[config.mk]
export PLATFORM = sky130hd
export DESIGN_NAME = uart_rx_reader
export DESIGN_NICKNAME = d
export VERILOG_FILES = /design/src/rtl/uart_rx_reader.sv
export SDC_FILE = /design/constraint.sdc
export NUM_CORES = 1
export LEC_CHECK = 0
export ABC_AREA = 1
export BUFFER_PORTS_ARGS = -buffer_cell sky130_fd_sc_hd__buf_4
export CORE_MARGIN = 1
export CORE_UTILIZATION = 62
export DETAILED_ROUTE_END_ITERATION = 8
export HOLD_SLACK_MARGIN = 0.02
export PLACE_DENSITY = 0.8
export SYNTH_ARGS = -nofsm -noshare
export SYNTH_HDL_FRONTEND = slang
export SYNTH_SLANG_ARGS = --single-unit
[constraint.sdc]
create_clock -name clk -period 2.2 [get_ports clk]
set_clock_uncertainty 0.05 [all_clocks]
set_input_delay 0.22 -clock clk [delete_from_list [all_inputs] [get_ports clk]]
set_output_delay 0.22 -clock clk [all_outputs]
set_load 0.01 [all_outputs]
[src/rtl/uart_rx_reader.sv]
// ---------------------------------------------------------------------------
// uart_rx_reader
//
// 8N1 UART receiver: start bit 0, eight data bits LSB first, stop bit 1.
// Each good frame produces a one-cycle `valid` pulse with the byte on `data`.
// A stop bit sampled low produces a one-cycle `frame_error` pulse. The
// receiver then waits in BREAK until the line returns high, so a line held
// low cannot be mistaken for a stream of start bits.
//
// Parameters
//   clk_mhz      system clock frequency in MHz (default 50)
//   boadrate     line bit rate (default 9600)
//
// Ports
//   clk          single clock, all logic on posedge
//   rst          asynchronous, active-low reset
//   rx           serial line, asynchronous to clk, idle high
//   data         last correctly received byte, held until the next good frame
//   valid        one-cycle pulse; data is new in that same cycle
//   busy         high whenever the FSM is not in IDLE
//   frame_error  one-cycle pulse when the stop bit samples low
//
// Build option
//   UART_RX_MAJORITY_EN  when defined, every sample is the 2-of-3 majority of
//                        rx_sync at cnt==2, cnt==1 and cnt==0 of the expiring
//                        phase (needs half >= 3). When undefined, the sample
//                        is rx_sync at cnt==0 only. Timing is identical.
// ---------------------------------------------------------------------------
module uart_rx_reader #(
  parameter int clk_mhz  = 50,
  parameter int boadrate = 9600
) (
  input  logic       clk,
  input  logic       rst,
  input  logic       rx,
  output logic [7:0] data,
  output logic       valid,
  output logic       busy,
  output logic       frame_error
);

  // Bit period and half bit period in clock cycles.
  localparam int scale = clk_mhz * 1000 * 1000 / boadrate;
  localparam int half  = scale / 2;

  localparam logic [31:0] scale_m1 = 32'(scale - 1);
  localparam logic [31:0] half_m1  = 32'(half - 1);

  // FSM encoding.
  localparam logic [2:0] S_IDLE  = 3'd0;
  localparam logic [2:0] S_START = 3'd1;
  localparam logic [2:0] S_DATA  = 3'd2;
  localparam logic [2:0] S_STOP  = 3'd3;
  localparam logic [2:0] S_BREAK = 3'd4;

  logic [2:0]  state;
  logic [31:0] cnt;
  logic [2:0]  bit_idx;
  logic [7:0]  shift;

  logic rx_meta;
  logic rx_sync;
  logic rx_prev;
  logic sample;
  logic expire;

  // -------------------------------------------------------------------------
  // Input synchroniser and edge history. All stages reset to the idle level
  // so that leaving reset never looks like a falling edge.
  // NOTE: sequential state is assigned with <= only; blocking assignments
  // here would let later stages see this cycle's value and collapse the
  // synchroniser into a single flop.
  // -------------------------------------------------------------------------
  always_ff @(posedge clk or negedge rst) begin
    if (!rst) begin
      rx_meta <= 1'b1;
      rx_sync <= 1'b1;
      rx_prev <= 1'b1;
    end else begin
      rx_meta <= rx;
      rx_sync <= rx_meta;
      rx_prev <= rx_sync;
    end
  end

  // A phase ends when the down-counter reaches zero.
  assign expire = (cnt == 32'd0);

`ifdef UART_RX_MAJORITY_EN
  // Two vote registers catch rx_sync one and two cycles before expiry; the
  // third vote is rx_sync itself in the expiry cycle. A single-cycle glitch
  // on any one of the three is outvoted.
  logic vote_2;
  logic vote_1;

  always_ff @(posedge clk or negedge rst) begin
    if (!rst) begin
      vote_2 <= 1'b1;
      vote_1 <= 1'b1;
    end else begin
      if (cnt == 32'd2) vote_2 <= rx_sync;
      if (cnt == 32'd1) vote_1 <= rx_sync;
    end
  end

  assign sample = (vote_2 & vote_1) | (vote_2 & rx_sync) | (vote_1 & rx_sync);
`else
  assign sample = rx_sync;
`endif

  // -------------------------------------------------------------------------
  // Receive FSM. `valid` and `frame_error` default low every cycle so they
  // can only ever be single-cycle pulses, and they come from mutually
  // exclusive branches of the STOP decision.
  // -------------------------------------------------------------------------
  always_ff @(posedge clk or negedge rst) begin
    if (!rst) begin
      state       <= S_IDLE;
      cnt         <= 32'd0;
      bit_idx     <= 3'd0;
      shift       <= 8'h00;
      data        <= 8'h00;
      valid       <= 1'b0;
      frame_error <= 1'b0;
    end else begin
      valid       <= 1'b0;
      frame_error <= 1'b0;

      case (state)
        S_IDLE: begin
          // Falling edge on the synchronised line: aim the first sample at
          // the middle of the start bit.
          if (rx_prev && !rx_sync) begin
            state <= S_START;
            cnt   <= half_m1;
          end
        end

        S_START: begin
          if (expire) begin
            cnt <= scale_m1;
            if (!sample) begin
              state   <= S_DATA;
              bit_idx <= 3'd0;
            end else begin
              // Line was high again at mid-start: a glitch, not a frame.
              state <= S_IDLE;
            end
          end else begin
            cnt <= cnt - 32'd1;
          end
        end

        S_DATA: begin
          if (expire) begin
            cnt     <= scale_m1;
            // LSB arrives first; shifting right with the new sample at bit 7
            // leaves bit 0 in shift[0] after the eighth sample.
            shift   <= {sample, shift[7:1]};
            bit_idx <= bit_idx + 3'd1;
            if (bit_idx == 3'd7) state <= S_STOP;
          end else begin
            cnt <= cnt - 32'd1;
          end
        end

        S_STOP: begin
          if (expire) begin
            cnt <= scale_m1;
            if (sample) begin
              // Returning to IDLE at mid-stop re-arms the edge detector half
              // a bit early, which is what allows back-to-back frames.
              data  <= shift;
              valid <= 1'b1;
              state <= S_IDLE;
            end else begin
              frame_error <= 1'b1;
              state       <= S_BREAK;
            end
          end else begin
            cnt <= cnt - 32'd1;
          end
        end

        S_BREAK: begin
          // Hold off until the line is released; otherwise a held-low line
          // would never produce the high-to-low edge IDLE looks for anyway,
          // but a noisy one could.
          if (rx_sync) state <= S_IDLE;
        end

        default: state <= S_IDLE;
      endcase
    end
  end

  // Decoded straight from the state register, so it is glitch-free.
  assign busy = (state != S_IDLE);

endmodule

==> impl_metrics.json <==
{
  "clockRootBuffer": "clkbuf_8",
  "grt_pass1_vias": 2640,
  "reg2reg_depth": 11,
  "syn_nets": 438,
  "dr_total_vias": 2833,
  "hold_path_depth": 0,
  "ys_ff_latch": 59,
  "n_fill_cell": 385,
  "required_ns": 2.38,
  "slew_violations": 0,
  "htree_levels": 3,
  "status": "completed",
  "layout.nets": 461,
  "cp-start-kind": "register",
  "num_rows": 26,
  "drt_wl_total_um": 7280,
  "cts_made_buffers": 9,
  "numClockSinks": 59,
  "boundaryPins": 14,
  "grt_overflow": 0,
  "drt_pre_antenna_iters": 5,
  "synth_top_cell_by_area": "dfrtp_1",
  "path_common_cell": "nand2_1",
  "worstSkewPairLatency_ns": 0.35,
  "path_cells": "inv_1, ha_1, nand3_4, nor2_8, inv_1, nor2_1, nand2_1, nand2_1, nand2_1, nand2_1, nand2_1",
  "crit_path_max_incr_delay_ns": 0.39,
  "max_freq_mhz": 516,
  "antenna_cells": 0,
  "crit_type": "reg2reg",
  "hold_violations": 0,
  "grt_pass1_wl_um": 11900,
  "chipHeight_um": 75.9,
  "core_mm2": 0.00517,
  "start_util": 0.655,
  "period_share": 0.881,
  "io_buffers": 13,
  "synth_top_area_share": 0.414,
  "cpMaxStageDelayCell": "dfrtp_1",
  "slew_headroom": 0.521,
  "async_reset_ff_frac": 1.00,
  "final_util": 0.729,
  "wire_per_inst_um": 13.7,
  "avgSynthCellArea_um2": 7.84,
  "synth_warnings": 0,
  "die_width_um": 75.9,
  "synthCells": 432,
  "synth_edf_count": 0,
  "cp_data_arrival_time_ns": 2.12,
  "hold_class": "reg2reg",
  "cap_viol_max_count": 0,
  "viasPerCell": 5.35,
  "layout-drive-gt1-share": 0.187,
  "netlist_area_mm2": 0.00339,
  "critPathMaxFanout": 6,
  "grt_max_degree": 60,
  "synth.area.top_cells": "dfrtp_1 41%, nand2_1 13%, nor2_1 7.1%, nand3_1 4.6%, inv_1 4.5%",
  "cts_tree": "done",
  "dp_hpwl_um": 5310,
  "power_density_mw_per_mm2": 923,
  "drc_errors": 0,
  "ir_drop_mv": 0.999,
  "worst_pin_slew_ns": 0.719,
  "synth_cell_types": 33,
  "end_kind": "register",
  "yosysSeqAreaShare": 0.437,
  "fin_setup_tns_ns": 0,
  "drtIter0Drc": 228,
  "finalCriticalPeriod_ns": 1.94,
  "ant_nets": 0,
  "rsz0062_at_grt": "no",
  "cts_setup_buffers": 0,
  "antenna_found_initial": 0,
  "synth_top_flop_cell": "dfrtp_1",
  "path_clk_slew_ns": 0.07,
  "die_area_mm2": 0.00576,
  "leakage_nw": 1.94,
  "setup_viol": 0,
  "syn_to_final_growth_pct": 11.3,
  "gp_congestion": 0.914,
  "cts_buffer_depth": 2,
  "grt_util_all_layers": 0.285
}
==> cells in the final DEF (no fill, tap or decap), drive strengths merged, types with 2 or more instances in the layout <==
| cell type | synthesis | final |
|---|---|---|
| nand2 | 131 | 131 |
| nor2 | 85 | 85 |
| dfrtp | 56 | 56 |
| inv | 49 | 49 |
| nand3 | 34 | 34 |
| o21ai | 28 | 28 |
| buf | 6 | 16 |
| clkbuf | 0 | 11 |
| xor2 | 9 | 9 |
| nand4 | 8 | 8 |
| o21bai | 4 | 4 |
| nor3 | 4 | 4 |
| xnor2 | 3 | 3 |
| ha | 3 | 3 |
| clkinv | 0 | 3 |
| dfstp | 3 | 3 |
| a21oi | 2 | 2 |
| o22ai | 2 | 2 |
| a22oi | 2 | 2 |
| dlygate4sd3 | 0 | 2 |
==> per-stage QoR <==
step	instance area, um^2	total power [mW]	hold slack, ns	std cells	setup WS (ns)
2_1_floorplan	3390	2.17	-0.126	432	0.496
3_3_place_gp	3560	2.46	0.279	512	0.338
3_5_place_dp	3560	2.50	0.279	512	0.274
4_1_cts	3770	3.47	0.312	530	0.266
5_1_grt	3770	3.67	0.313	530	0.123
6_report	3770	3.48	0.310	530	0.262
==> Yosys cell counts (3+ instances only) <==
master    count
nor3_1        3
o21ai_1      15
nand4_1       8
nand2_2       7
nor2_1       64
nand3_1      31
o21ai_2       8
o21bai_1      4
buf_4         3
inv_1        41
nand2_1     120
nor2_2       13
xnor2_1       3
dfstp_2       3
nor2_8        5
nand2_4       4
xor2_1        9
dfrtp_1      56
ha_1          3
inv_2         8
o21ai_0       5
nor2_4        3
==> flip-flops by register name, summed over array words and instances (netlist names) <==
name and flops:
rx_sync 1, rx_meta 1, bit_idx 3, data 8
shift 8, rx_prev 1, cnt 32, state 3
frame_error 1, valid 1
==> path summary, 6_finish.rpt <==
path / from / end / slack [ns]
min: rx_meta / rx_sync / 0.31
max reg2reg: cnt[0] / state[1] / 0.26
min reg2reg: rx_meta / rx_sync / 0.31
max in group asynchronous: rst / valid / 1.20
min in group asynchronous: rst / cnt[21] / 0.43
max: cnt[0] / state[1] / 0.26
==> power breakdown <==
group	total, mW	switching, mW	internal, mW
Sequential	1.31	0.114	1.19
Clock	0.988	0.440	0.548
Combinational	1.19	0.819	0.366
==> cell type report <==
cell class | count | area [um^2] | share of cell area
clock buffer | 11 | 141 | 0.0375
clock inverter | 5 | 52.6 | 0.0139
inverter | 49 | 184 | 0.0488
multi-input combinational | 318 | 1670 | 0.443
sequential | 59 | 1480 | 0.393
tap | 70 | 87.6 | 0.0232
timing repair buffer | 18 | 153 | 0.0405
==> critical path: cells and delay by family (launching register included) <==
kind	cells	cell delay [ns]
adders and majority gates	1	0.25
buffers and inverters	2	0.16
DFF	1	0.39
and+or+nand+nor	8	1.00
==> cell families after synthesis <==
logic type / synth area share
adders and majority gates: 0.0111
xor gates and xnor gates: 0.0310
and+or+nand+nor: 0.375
AOI/OAI and AO/OA: 0.0765
buffers and inverters: 0.0691
DFF: 0.437
==> repair_timing <==
item                                    CTS  global route
endpoints found under the setup margin    0             0
resized for setup                         0             0
hold buffers                              2             0
endpoints found under the hold margin    57             0
==> metal layers <==
metal | share of wire | vias up | wire, um | global-route usage
met5 | 0 | - | 0 | 0
met4 | 0.019 | 0 | 141 | 0.113
met3 | 0.039 | 15 | 281 | 0.0516
met2 | 0.47 | 71 | 3430 | 0.462
met1 | 0.47 | 1331 | 3430 | 0.380
li1 | - | 1416 | - | -
No activity file was read; power rests on OpenSTA's default activity.
